`src/rtl/coef_mem_responder_if.sv`:
```
// Coefficient bus between the neural-net control unit (master) and the
// coefficient memory responder (slave): read/write request plus tagged read data.
interface coef_mem_responder_if #(
    parameter int N = 16,
    parameter int A = 8
);
    logic         e_nd;
    logic [A-1:0] nd_addr;
    logic [7:0]   nd_we;
    logic [N-1:0] din;
    logic [N-1:0] dout;
    logic         rd_valid;
    logic [7:0]   tag_layer;
    logic [7:0]   tag_node;
    logic [7:0]   tag_coef;
    logic         tag_last;

    modport master (
        output e_nd, nd_addr, nd_we, din,
        input  dout, rd_valid, tag_layer, tag_node, tag_coef, tag_last
    );

    modport slave (
        input  e_nd, nd_addr, nd_we, din,
        output dout, rd_valid, tag_layer, tag_node, tag_coef, tag_last
    );
endinterface

```
`src/rtl/coef_mem_responder.sv`:
```
// Coefficient memory responder: 1-cycle write-first reads with (layer,node,coef)
// tagging, bus write-back with save-coverage tracking, and a host preload port.
module coef_mem_responder #(
    parameter int                  N     = 16,
    parameter int                  A     = 8,
    parameter int                  LTOT  = 3,
    parameter logic [32*LTOT-1:0]  LR    = {32'd1, 32'd3, 32'd2},
    parameter int                  DEPTH = 13
) (
    input  logic                 clk,
    input  logic                 rst,
    coef_mem_responder_if.slave  bus,
    input  logic                 host_we,
    input  logic [A-1:0]         host_addr,
    input  logic [N-1:0]         host_din,
    input  logic                 save_clr,
    output logic [A:0]           save_cnt,
    output logic                 save_done,
    output logic                 err_range,
    output logic                 err_collide,
    output logic                 err_seq
);
    localparam int             IW        = (DEPTH > 1) ? $clog2(DEPTH) : 1;
    localparam logic [A:0]     DEPTH_W   = (A+1)'(DEPTH);
    localparam logic [A-1:0]   LAST_ADDR = A'(DEPTH - 1);

    typedef enum logic [0:0] {IDLE = 1'b0, WALK = 1'b1} walk_state_e;

    function automatic logic [7:0] lr_at(input int idx);
        return LR[32*idx +: 8];
    endfunction

    logic [N-1:0]   mem_q [DEPTH];
    logic [N-1:0]   dout_q, rd_word_s;
    logic           rd_valid_q, tag_last_q;
    logic [7:0]     layer_q, layer_d, node_q, node_d, coef_q, coef_d;
    logic [A-1:0]   prev_q, prev_d;
    walk_state_e    state_q, state_d;
    logic [DEPTH-1:0] bitmap_q, bitmap_d;
    logic [A:0]     cnt_q, cnt_d;
    logic           done_q;
    logic           err_range_q, err_range_d, err_collide_q, err_collide_d;
    logic           err_seq_q, err_seq_d;

    logic           in_range_s, host_in_range_s, bus_we_s, host_wr_s, bus_wr_s;
    logic [IW-1:0]  addr_idx_s, host_idx_s;

    assign in_range_s      = {1'b0, bus.nd_addr} < DEPTH_W;
    assign host_in_range_s = {1'b0, host_addr} < DEPTH_W;
    assign bus_we_s        = |bus.nd_we;
    assign host_wr_s       = host_we && host_in_range_s;
    assign bus_wr_s        = bus_we_s && !host_we && in_range_s;
    assign addr_idx_s      = bus.nd_addr[IW-1:0];
    assign host_idx_s      = host_addr[IW-1:0];

    // Read data is write-first: a same-cycle host or bus write is forwarded.
    always_comb begin
        rd_word_s = '0;
        if (!in_range_s) begin
            rd_word_s = '0;
        end else if (host_wr_s && (host_addr == bus.nd_addr)) begin
            rd_word_s = host_din;
        end else if (bus_wr_s) begin
            rd_word_s = bus.din;
        end else begin
            rd_word_s = mem_q[addr_idx_s];
        end
    end

    // Tag walker next state; an out-of-range sequential read ends the walk quietly.
    always_comb begin
        state_d   = state_q;
        layer_d   = layer_q;
        node_d    = node_q;
        coef_d    = coef_q;
        prev_d    = prev_q;
        err_seq_d = err_seq_q;
        if (bus.e_nd) begin
            prev_d = bus.nd_addr;
            if (bus.nd_addr == '0) begin
                state_d = WALK;
                layer_d = 8'd1;
                node_d  = 8'd0;
                coef_d  = 8'd0;
            end else if ((state_q == WALK) && (bus.nd_addr == prev_q + A'(1))) begin
                if (!in_range_s) begin
                    state_d = IDLE;
                end else begin
                    state_d = WALK;
                    if (coef_q == lr_at(int'(layer_q) - 1)) begin
                        coef_d = 8'd0;
                        if (node_q == lr_at(int'(layer_q)) - 8'd1) begin
                            node_d  = 8'd0;
                            layer_d = layer_q + 8'd1;
                        end else begin
                            node_d = node_q + 8'd1;
                        end
                    end else begin
                        coef_d = coef_q + 8'd1;
                    end
                end
            end else begin
                state_d   = IDLE;
                err_seq_d = 1'b1;
            end
        end else begin
            state_d = state_q;
        end
    end

    // Save-coverage bitmap and sticky error flags; a clear beats a coincident write.
    always_comb begin
        bitmap_d      = bitmap_q;
        cnt_d         = cnt_q;
        err_range_d   = err_range_q | ((bus.e_nd | bus_we_s) & ~in_range_s);
        err_collide_d = err_collide_q | (host_we & bus_we_s);
        if (save_clr) begin
            bitmap_d = '0;
            cnt_d    = '0;
        end else if (bus_wr_s && !bitmap_q[addr_idx_s]) begin
            bitmap_d[addr_idx_s] = 1'b1;
            cnt_d                = cnt_q + (A+1)'(1);
        end else begin
            cnt_d = cnt_q;
        end
    end

    // Output, walker and tracker registers; memory contents survive reset.
    always_ff @(posedge clk) begin
        if (rst) begin
            dout_q        <= '0;
            rd_valid_q    <= 1'b0;
            tag_last_q    <= 1'b0;
            state_q       <= IDLE;
            layer_q       <= 8'd0;
            node_q        <= 8'd0;
            coef_q        <= 8'd0;
            prev_q        <= '0;
            bitmap_q      <= '0;
            cnt_q         <= '0;
            done_q        <= 1'b0;
            err_range_q   <= 1'b0;
            err_collide_q <= 1'b0;
            err_seq_q     <= 1'b0;
        end else begin
            if (bus.e_nd) begin
                dout_q <= rd_word_s;
            end
            rd_valid_q    <= bus.e_nd;
            tag_last_q    <= bus.e_nd && (bus.nd_addr == LAST_ADDR);
            state_q       <= state_d;
            layer_q       <= layer_d;
            node_q        <= node_d;
            coef_q        <= coef_d;
            prev_q        <= prev_d;
            bitmap_q      <= bitmap_d;
            cnt_q         <= cnt_d;
            done_q        <= (cnt_d == DEPTH_W);
            err_range_q   <= err_range_d;
            err_collide_q <= err_collide_d;
            err_seq_q     <= err_seq_d;
        end
    end

    // Coefficient storage; host preload has priority over bus write-back.
    always_ff @(posedge clk) begin
        if (host_wr_s) begin
            mem_q[host_idx_s] <= host_din;
        end else if (bus_wr_s) begin
            mem_q[addr_idx_s] <= bus.din;
        end
    end

    assign bus.dout      = dout_q;
    assign bus.rd_valid  = rd_valid_q;
    assign bus.tag_layer = layer_q;
    assign bus.tag_node  = node_q;
    assign bus.tag_coef  = coef_q;
    assign bus.tag_last  = tag_last_q;
    assign save_cnt      = cnt_q;
    assign save_done     = done_q;
    assign err_range     = err_range_q;
    assign err_collide   = err_collide_q;
    assign err_seq       = err_seq_q;
endmodule

```
`src/flat_wrapper.sv`:
```
// flat-port wrapper written by rule: the top's interface ports become plain ports
module coef_mem_responder_flat 
#(
    parameter int                  N     = 16,
    parameter int                  A     = 8,
    parameter int                  LTOT  = 3,
    parameter logic [32*LTOT-1:0]  LR    = {32'd1, 32'd3, 32'd2},
    parameter int                  DEPTH = 13
)
  (clk, rst, host_we, host_addr, host_din, save_clr, save_cnt, save_done, err_range, err_collide, err_seq, bus_e_nd, bus_nd_addr, bus_nd_we, bus_din, bus_dout, bus_rd_valid, bus_tag_layer, bus_tag_node, bus_tag_coef, bus_tag_last);
  coef_mem_responder_if #(.N(N), .A(A)) bus_i ();
  input  logic clk;
  input  logic rst;
  input  logic host_we;
  input  logic [A-1:0] host_addr;
  input  logic [N-1:0] host_din;
  input  logic save_clr;
  output logic [A:0] save_cnt;
  output logic save_done;
  output logic err_range;
  output logic err_collide;
  output logic err_seq;
  input wire logic [$bits(bus_i.e_nd)-1:0] bus_e_nd;
  input wire logic [$bits(bus_i.nd_addr)-1:0] bus_nd_addr;
  input wire logic [$bits(bus_i.nd_we)-1:0] bus_nd_we;
  input wire logic [$bits(bus_i.din)-1:0] bus_din;
  output wire logic [$bits(bus_i.dout)-1:0] bus_dout;
  output wire logic [$bits(bus_i.rd_valid)-1:0] bus_rd_valid;
  output wire logic [$bits(bus_i.tag_layer)-1:0] bus_tag_layer;
  output wire logic [$bits(bus_i.tag_node)-1:0] bus_tag_node;
  output wire logic [$bits(bus_i.tag_coef)-1:0] bus_tag_coef;
  output wire logic [$bits(bus_i.tag_last)-1:0] bus_tag_last;
  assign bus_i.e_nd = bus_e_nd;
  assign bus_i.nd_addr = bus_nd_addr;
  assign bus_i.nd_we = bus_nd_we;
  assign bus_i.din = bus_din;
  assign bus_dout = bus_i.dout;
  assign bus_rd_valid = bus_i.rd_valid;
  assign bus_tag_layer = bus_i.tag_layer;
  assign bus_tag_node = bus_i.tag_node;
  assign bus_tag_coef = bus_i.tag_coef;
  assign bus_tag_last = bus_i.tag_last;
  coef_mem_responder #(.N(N), .A(A), .LTOT(LTOT), .LR(LR), .DEPTH(DEPTH)) u_core (.clk(clk), .rst(rst), .bus(bus_i), .host_we(host_we), .host_addr(host_addr), .host_din(host_din), .save_clr(save_clr), .save_cnt(save_cnt), .save_done(save_done), .err_range(err_range), .err_collide(err_collide), .err_seq(err_seq));
endmodule
```
`config.mk`:
```
export PLATFORM = sky130hd
export DESIGN_NAME = coef_mem_responder_flat
export DESIGN_NICKNAME = d
export VERILOG_FILES = /design/src/rtl/coef_mem_responder_if.sv /design/src/rtl/coef_mem_responder.sv /design/src/flat_wrapper.sv
export SDC_FILE = /design/constraint.sdc
export NUM_CORES = 1
export LEC_CHECK = 0
export ABC_AREA = 1
export CORE_MARGIN = 4
export CORE_UTILIZATION = 30
export CTS_CLUSTER_SIZE = 20
export DETAILED_ROUTE_END_ITERATION = 12
export PLACE_DENSITY_LB_ADDON = 0.2
export SYNTH_ARGS = -nofsm -noshare
export SYNTH_HDL_FRONTEND = slang
export SYNTH_SLANG_ARGS = --single-unit
```
`constraint.sdc`:
```
create_clock -name clk -period 4.25 [get_ports clk]
set_input_delay 0.6375 -clock clk [delete_from_list [all_inputs] [get_ports clk]]
set_output_delay 0.6375 -clock clk [all_outputs]
set_load 0.01 [all_outputs]
```
Word-level counts from Yosys, hierarchy flattened --
Memories as Yosys holds them, arrays and structs flattened. Index checks and enable logic that the tools add are counted.
Operators by class: mux-type cells 34, reduce and logical (&&, ||, !) cells 22, bitwise operators 9, divide/modulo/power cells 0, multipliers 0, shifts and indexed selects 2, eq/ne operators 6, add/sub/neg operators 7, order comparisons 4
Operator list (count):
- $mux 8 | 14
- $shiftx 96x14->8 const A | 1
- $shiftx 96x32->8 const A | 1
- $mux 16 | 4
- $add 8x1->8 const B | 4
- $eq 8x8->1 | 4
- $mux 9 | 2
- $lt 8x4->1 const B | 2
- $reduce_or 16->1 | 1
- $or 13x13->13 | 1
- $mux 1 | 11
- $add 9x1->9 const B | 1
- $eq 9x4->1 const B | 1
- $sub 8x1->9 const B | 1
- $eq 8x4->1 const B | 1
- $logic_and 1x1->1 | 8
- $logic_not 8->1 | 1
- $reduce_bool 2->1 | 4
- $reduce_or 8->1 | 1
- $sub 8x1->8 const B | 1
- $reduce_and 3->1 | 2
- $lt 4x5->1 const B | 1
- $reduce_and 5->1 | 1
- $bmux 1 s4 | 1
- 9 further kinds | 15
Storage, ports and cells: bits in read-only memories 0, input port bits 61, register bits after elaboration 77, logic and storage cells 99, RAM bits 208, latch bits 0, memories 1
Memories:
- u_core.mem_q | words 13, bits a word 16, rd ports 1, clocked after Yosys merged registers in 0, write ports 1, RTL line coef_mem_responder.sv:33 | logic [N-1:0] mem_q [DEPTH];

Logic depth before layout (Yosys ltp) --
Gate-level depths: netlist of run 1.
depth in word-level cells 8, mapped depth 16, gate-level depth less buffers 16

Least setup slack after synthesis of run 1 --
Ideal clock, no wire load.
path type input to register, from input port bus_nd_addr[1], to memory u_core.mem_q[12][0] (enable), arrival time 2988 ps, slack 853 ps, cell stages on the path 9, buffers on the path 2, path through buf_2 -> nor2_2 -> nor2_1 -> nor2_2 -> nand3_2 -> buf_6 -> o21ai_0 -> nand3_2 -> nor3_1
On the way: word-level cells in the longest chain between the ends 7
RTL lines:
- start, declared | RTL line flat_wrapper.sv:24 | input wire logic [$bits(bus_i.nd_addr)-1:0] bus_nd_addr;
- $lt 8x4->1 | RTL line coef_mem_responder.sv:48 | assign in_range_s = {1'b0, bus.nd_addr} < DEPTH_W;
- $logic_and 1x1->1 | RTL line coef_mem_responder.sv:52 | assign bus_wr_s = bus_we_s && !host_we && in_range_s;
- $mux 1 | RTL line coef_mem_responder.sv:169 | end else if (bus_wr_s) begin
- $mux 1 | RTL line coef_mem_responder.sv:167 | if (host_wr_s) begin
- $mux 1 (implied by the code) | RTL line coef_mem_responder.sv:170 | mem_q[addr_idx_s] <= bus.din;
- $reduce_or 16->1 (no source line)
- $mux 4 (no source line) or $mux 1 (tied branches)
- end, declared | RTL line coef_mem_responder.sv:33
Several ways; a longest one is shown, not always the timed one.

Worst setup path after layout of run 1 --
from input port bus_nd_addr[4], to memory u_core.mem_q[6][9] (enable)
On the way: word-level cells in the longest chain between the ends 7
RTL lines (RTL line):
- $lt 8x4->1 (*) | coef_mem_responder.sv:48
- $logic_and 1x1->1 (*) | coef_mem_responder.sv:52
- $mux 1 (*) | coef_mem_responder.sv:169
- $mux 1 (*) | coef_mem_responder.sv:167
- $mux 1 (implied by the code) (*) | coef_mem_responder.sv:170
- $reduce_or 16->1 (no source line)
- $mux 4 (no source line) or $mux 1 (tied branches)
Mark *: on every way between the ends. The rest lies on a longest branch, timed or not.

==> qor.csv, run 1 <==
stage,metric,value,unit
place,Final HPWL DP,26310,µm
timing,"Slew Viols, Final",0,
timing,Setup TNS,0,ns
place,placed insts,2003,
setup_path,Crit path largest cell delay,0.60,ns
setup_path,Buf/Inv on CP,3,
clocking,postcts setup bufs,0,
clocking,CTS Sinks,285,
timing,Max Freq,292.5,MHz
yosys,cell accounting for the most synthesized area,edfxtp_1,
cells_and_area,Layout Nets,1568,
floorplanning,initial core utilization,30.53,%
detailed_routing,routed len/inst,19.14,µm
cells_and_area,most frequent cells in the layout,"274 x nand2_1, 208 x edfxtp_1, 150 x inv_1",
clocking,Root Buffer,clkbuf_16,
clocking,Worst-Skew Late Latency,0.52,ns
timing,Slew HR,44.15,%
cells_and_area,area growth from synthesis to layout,23.61,%
global_routing,first-pass GRT wire length,60310,µm
global_routing,Global Route Usage Sum,16.83,%
clocking,hold_buf cts,0,
clocking,CTS H-tree depth,2,
detailed_routing,Pre-antenna DRT Iters,7,
hold_path,HP Start,u_core.bitmap_q[12]$_SDFFE_PP0N_,
yosys,"FF+latch count, synth",285,
cells_and_area,fraction of layout cells with a size suffix above 1,8.852,%
detailed_routing,final WL,39510,µm
detailed_routing,remaining routing DRC violations,0,
clocking,Num CTS Buffers,34,
yosys,synthesis warning total,0,
detailed_routing,DR vias/cell,4.856,
floorplanning,die area,46260,µm²
timing,fin crit period,3.419,ns
setup_path,worst path cell trace,clkdlybuf4s50_1 -> nor2_1 -> nand2_1 -> nor2_2 -> nand3_2 -> o21ai_1 -> inv_1 -> or2_1 -> nor2_1 -> buf_4,
global_routing,vias in the first global route,9883,
yosys,Synth area leaders,"edfxtp_1 49%, dfxtp_1 12%, nand2_1 8.0%",
cells_and_area,ANT cells,0,
setup_path,Slowest cell on crit path,nor2_1,
floorplanning,width of the die,215.1,µm
setup_path,Startpoint Class,input port,
place,GP Congestion,0.8328,
timing,Final Hold Fails,0,
detailed_routing,routed via count,10020,
yosys,Syn Inst Count,1352,
setup_path,Setup crit end kind,flip-flop,
power,Lkg Pwr,0.005921,µW
yosys,Synthesized Nets,1420,
hold_path,Worst Hold Class,reg -> reg,
setup_path,CP Max Fanout,9,
timing,Final setup violation count,0,
setup_path,Worst EP required,4.47,ns
yosys,post-synth top area share,48.55,%
global_routing,grt total ovfl,0,
global_routing,largest net degree at the start of global routing,50,
floorplanning,core area,42130,µm²
setup_path,crit path from,bus_nd_addr[4],
yosys,post-synthesis cell area,12860,µm²
detailed_routing,metal3 WL,2488,µm
clocking,"buffers from clock root to sink, at most",3,
cells_and_area,Fill cells,4255,
timing,Slew @ Worst Pin,0.8289,ns
floorplanning,Die H,215.1,µm
detailed_routing,met2 wire length,18530,µm
setup_path,WS Path Type,in -> reg,
detailed_routing,wl on met1,17540,µm
job,# Max-Cap Violations,0,
timing,RSZ-0062 raised after global routing,no,
global_routing,initial antenna violation count,0,
setup_path,Crit Reg-Reg Startpoint,u_core.bus.tag_layer[0]$_SDFFE_PP0P_,
cells_and_area,"commonest non-fill, non-tap cell in the layout",nand2_1,
yosys,synth unique cells,42,
setup_path,Worst path top cell family by delay,simple AND/OR/NAND/NOR gates,
floorplanning,I/O pins,116,
clocking,"CTS clk-pin slew, worst paths",0.06,ns
cells_and_area,Post-Layout Cell Count,2064,
setup_path,Worst Path Arrival,3.63,ns
outcome,status,completed,
clocking,CTS tree,done,
clocking,post_cts resized,0,
yosys,syn avg cell area,9.515,µm²
power,P per Cell Area,392.1,nW/µm²
detailed_routing,post-route ant nets,0,
power,Max VDD drop,0.2265,mV
setup_path,"Top cell by count, worst path",nor2_1,
floorplanning,row count,75,
place,IO buf count,115,
detailed_routing,top sig layer,met4,
timing,clk_skew,0.01552,ns
timing,final period utilization,80.45,%
detailed_routing,1st-iter DRT viols,888,
yosys,"Seq/Total Area, Yosys",60.53,%
-- final timing paths --
| kind | end | cells past startpoint | slack [ns] |
|---|---|---|---|
| max reg2reg | u_core.bus.tag_layer[3]$_SDFFE_PP0P_ | 13 | 1.66 |
| max | u_core.mem_q[6][9]$_DFFE_PP_ | 10 | 0.83 |
| min reg2reg | u_core.bitmap_q[12]$_SDFFE_PP0N_ | 2 | 0.45 |
| min | u_core.bitmap_q[12]$_SDFFE_PP0N_ | 2 | 0.45 |
-- metal layers --
| metal | global-route usage, % | up-vias |
|---|---|---|
| li1 | - | 4894 |
| met1 | 22.70 | 4762 |
| met2 | 27.80 | 309 |
| met3 | 3.291 | 57 |
| met4 | 4.703 | 0 |
| met5 | 0 | - |
-- registers in the layout, summed over array words and instances, names as in the netlist, 8 cells and up --
signal	count
u_core.mem_q	208
u_core.bus.dout	16
u_core.bitmap_q	13
u_core.save_cnt	9
u_core.bus.tag_coef	8
u_core.bus.tag_layer	8
u_core.bus.tag_node	8
u_core.prev_q	8
-- worst register-to-register path: cells and delay by family, from the launching register on --
family	cells	cell delay [ns]
simple gates	9	1.32
flops	1	0.43
buf+inv	2	0.36
fa+ha+maj	1	0.26
compound gates	1	0.15
-- per-stage QoR --
step	hold WS (ns)	setup slack, ns	utilization [%]	total power, µW	instance area, µm²
after floorplan	0.4301	0.8528	-	3273	12860
after global placement	0.4374	0.3801	35.26	3494	14860
after detailed placement	0.4407	0.2715	35.26	3494	14860
after CTS	0.4495	0.7941	37.74	6293	15900
after global routing	0.4748	0.5708	37.74	6464	15900
final	0.4490	0.8309	37.74	6235	15900
-- final cells by class --
class	instances	area (µm²)	share of cell area (%)
flip-flops and latches	285	7787	48.97
multi-input cells	855	4220	26.54
clock inverters	18	138.9	0.8733
clock buffers	43	905.9	5.696
inverters	155	581.8	3.659
well taps	539	674.4	4.241
repair buffers	169	1594	10.02
-- report_power, final --
group	switching [µW]	internal, µW	total [µW]	leakage, µW
Combinational	273	148	421	0.00292
Clock	1170	1630	2800	0.000506
Sequential	9.42	3000	3010	0.00250
-- Yosys cell counts --
cell,count
a21oi_1,70
a21oi_2,1
a21oi_4,1
a32o_1,1
buf_1,2
buf_2,15
buf_4,2
buf_6,6
clkbuf_1,30
clkbuf_2,2
clkinv_1,1
dfxtp_1,77
edfxtp_1,208
ha_1,7
inv_1,150
inv_2,4
nand2_1,274
nand2_2,6
nand2_4,1
nand3_1,69
nand3_2,4
nand3_4,1
nand3b_1,2
nand4_1,16
nand4_2,2
nand4_4,1
nor2_1,132
nor2_2,6
nor3_1,10
nor3b_1,2
nor4_1,2
nor4_4,1
o211a_1,1
o21a_1,1
o21ai_0,125
o21ai_1,15
o21bai_1,18
o22ai_1,50
or2_1,2
or2_2,6
xnor2_1,9
xor2_1,19
-- cells by family (layout without fill, tap and decap cells) --
logic type	count (synthesis)	after routing	synth area share (%)
adder cells (fa/ha/maj)	7	7	0.6808
AND/OR/NAND/NOR	537	537	18.06
buffers and inverters	212	385	6.759
flip-flops	285	285	60.53
AO/OA/AOI/OAI	283	283	12.06
XOR/XNOR	28	28	1.906
Power figures use the tool's default switching activity.
==> run 2, diff against run 1 <==
Clock period 4.25 ns to 2.8 ns, I/O delays scaled along.
==> run 2 against run 1 <==
  * Via count increased by 3.3%
  * Design area increased by 6.8%
  * Total power increased by 55%
  * Register-to-register slack got worse by 1.1 ns
  * Non-clock buffer count increased by 90
  * Worst setup slack got worse by 0.51 ns
  * Sequential share of layout area decreased by 3.1 points
  * Hold slack got worse by 0.14 ns
  * Global-route usage increased by 0.19 points
  * Clock power increased by 53%
  * Clock-buffer cell count unchanged
==> qor.csv, run 2 (synthesis results as in run 1) <==
stage,metric,value,unit
timing,RSZ-0062 raised after global routing,no,
power,sequential power share,47.5,%
cells_and_area,largest reg by FF count,u_core.mem_q,
setup_path,R2R setup slack,0.52,ns
global_routing,largest net degree at the start of global routing,36,
global_routing,grt total ovfl,0,
clocking,"buffers from clock root to sink, at most",3,
clocking,CTS tree,done,
timing,fin crit period,2.479,ns
job,# Max-Cap Violations,0,
power,Int Power,7422,µW
power,power share of the clock group,44.5,%
setup_path,Slowest cell on crit path,o21ai_0,
clocking,postcts setup bufs,0,
clocking,"CTS clk-pin slew, worst paths",0.06,ns
power,combinational fraction of design power,8.0,%
global_routing,first-pass GRT wire length,60510,µm
floorplanning,die area,46260,µm²
cells_and_area,Layout Nets,1658,
global_routing,met1 Usage GRT,21.10,%
timing,Setup TNS,0,ns
outcome,status,completed,
cells_and_area,"commonest non-fill, non-tap cell in the layout",nand2_1,
global_routing,Global Route Usage Sum,17.02,%
setup_path,CP Max Fanout,16,
timing,Final Hold Fails,0,
detailed_routing,Pre-antenna DRT Iters,5,
cells_and_area,ANT cells,0,
cells_and_area,area growth from synthesis to layout,32.01,%
timing,Slew HR,64.47,%
cells_and_area,max reg flops,208,
global_routing,routing usage on met3,3.249,%
floorplanning,I/O pins,116,
detailed_routing,DR vias/cell,4.804,
global_routing,met2 usage,30.25,%
setup_path,worst path cell trace,clkdlybuf4s50_1 -> nor2_1 -> nand2_1 -> nor2_2 -> nand3_2 -> o21ai_0 -> nand2_1 -> nor2_1 -> buf_12,
timing,Final setup violation count,0,
global_routing,global-route layer with the greatest usage,met2,
global_routing,vias in the first global route,10270,
detailed_routing,remaining routing DRC violations,0,
timing,final period utilization,88.52,%
floorplanning,Die H,215.1,µm
clocking,Num CTS Buffers,34,
timing,"Slew Viols, Final",0,
setup_path,Crit path largest cell delay,0.46,ns
power,P per Cell Area,567.4,nW/µm²
timing,Max Freq,403.5,MHz
setup_path,Worst Path Arrival,2.71,ns
detailed_routing,1st-iter DRT viols,886,
hold_path,Worst Hold Class,in -> reg,
power,Max VDD drop,0.3397,mV
timing,clk_skew,0.01957,ns
clocking,Worst-Skew Late Latency,0.53,ns
cells_and_area,fraction of layout cells with a size suffix above 1,14.11,%
setup_path,Worst path top cell family by delay,simple AND/OR/NAND/NOR gates,
power,Psw,2214,µW
place,Final HPWL DP,28830,µm
floorplanning,core area,42130,µm²
cells_and_area,most frequent cells in the layout,"274 x nand2_1, 208 x edfxtp_1, 150 x inv_1",
power,Sw Ratio,22.98,%
power,Final Power,9637,µW
floorplanning,initial core utilization,30.53,%
floorplanning,width of the die,215.1,µm
setup_path,WS Path Type,in -> reg,
detailed_routing,post-route ant nets,0,
clocking,CTS Sinks,285,
detailed_routing,routed len/inst,18.76,µm
place,IO buf count,115,
floorplanning,row count,75,
clocking,CTS H-tree depth,2,
place,GP Congestion,0.8577,
setup_path,Buf/Inv on CP,2,
power,Lkg Pwr,0.006478,µW
clocking,hold_buf cts,0,
timing,Slew @ Worst Pin,0.5324,ns
timing,final setup margin,0.3215,ns
place,DP Worst Slack,-0.1711,ns
setup_path,Setup crit end kind,flip-flop,
clocking,post_cts resized,0,
detailed_routing,final WL,40420,µm
detailed_routing,routed via count,10350,
setup_path,Worst EP required,3.03,ns
clocking,Root Buffer,clkbuf_16,
setup_path,Startpoint Class,input port,
cells_and_area,Fill cells,4140,
global_routing,initial antenna violation count,0,
run 2: cell types whose count changed in the layout (fill, tap and decap cells not counted), sizes merged:
cell / before / now
bufinv: 2 / 3
clkinv: 14 / 13
inv: 155 / 156
clkdlybuf4s50: 115 / 114
buf: 54 / 145
run 2: final timing paths:
check,from,to,cells past startpoint
setup / recovery,bus_nd_addr[7],u_core.mem_q[0][0]$_DFFE_PP_,9
hold / removal,rst,u_core.err_collide$_SDFF_PP0_,2
setup reg to reg,u_core.bus.tag_layer[0]$_SDFFE_PP0P_,u_core.bus.tag_node[1]$_SDFFE_PP0P_,12
hold reg to reg,u_core.bitmap_q[6]$_SDFFE_PP0N_,u_core.bitmap_q[6]$_SDFFE_PP0N_,2
run 2: cell type report:
class	count	area [µm²]	area share (%)
Clock inverter	19	193.9	1.142
Tap cell	539	674.4	3.971
Timing Repair Buffer	259	2640	15.55
Multi-Input combinational cell	855	4220	24.85
Clock buffer	43	884.6	5.209
Inverter	155	581.8	3.426
Sequential cell	285	7787	45.86
run 2: worst reg2reg max path: stages, from the launching register on:
cell,delay [ns]
dfxtp_1,0.47
inv_1,0.15
ha_1,0.37
a21oi_1,0.14
nor2_1,0.07
nand2_1,0.07
nand2_1,0.05
nand2_1,0.05
nand3_1,0.16
nand2_2,0.16
nand3_1,0.13
nand2_1,0.24
o22ai_1,0.10
run 2: power groups by stage:
stage	clock network [µW]	registers (µW)	logic, µW
floorplan	0	4660	306
CTS	4410	4570	779
global route	4600	4570	835
global placement	0	4660	772
finish	4290	4570	771
detailed placement	0	4660	776
run 2: metal layers:
layer	wire length [µm]	share of wire (%)
met1	16910	42
met2	20030	50
met3	2373	5.9
met4	1116	2.8
met5	0	0
run 2: per-stage QoR:
step	std cells	util, %	area (µm²)	hold slack (ns)
global placement	2093	37.75	15900	0.4371
global route	2155	40.31	16980	0.3343
detailed placement	2093	37.75	15900	0.4397
floorplan	1352	-	12870	0.4301
finish	2155	40.31	16980	0.3097
CTS	2155	40.31	16980	0.2908
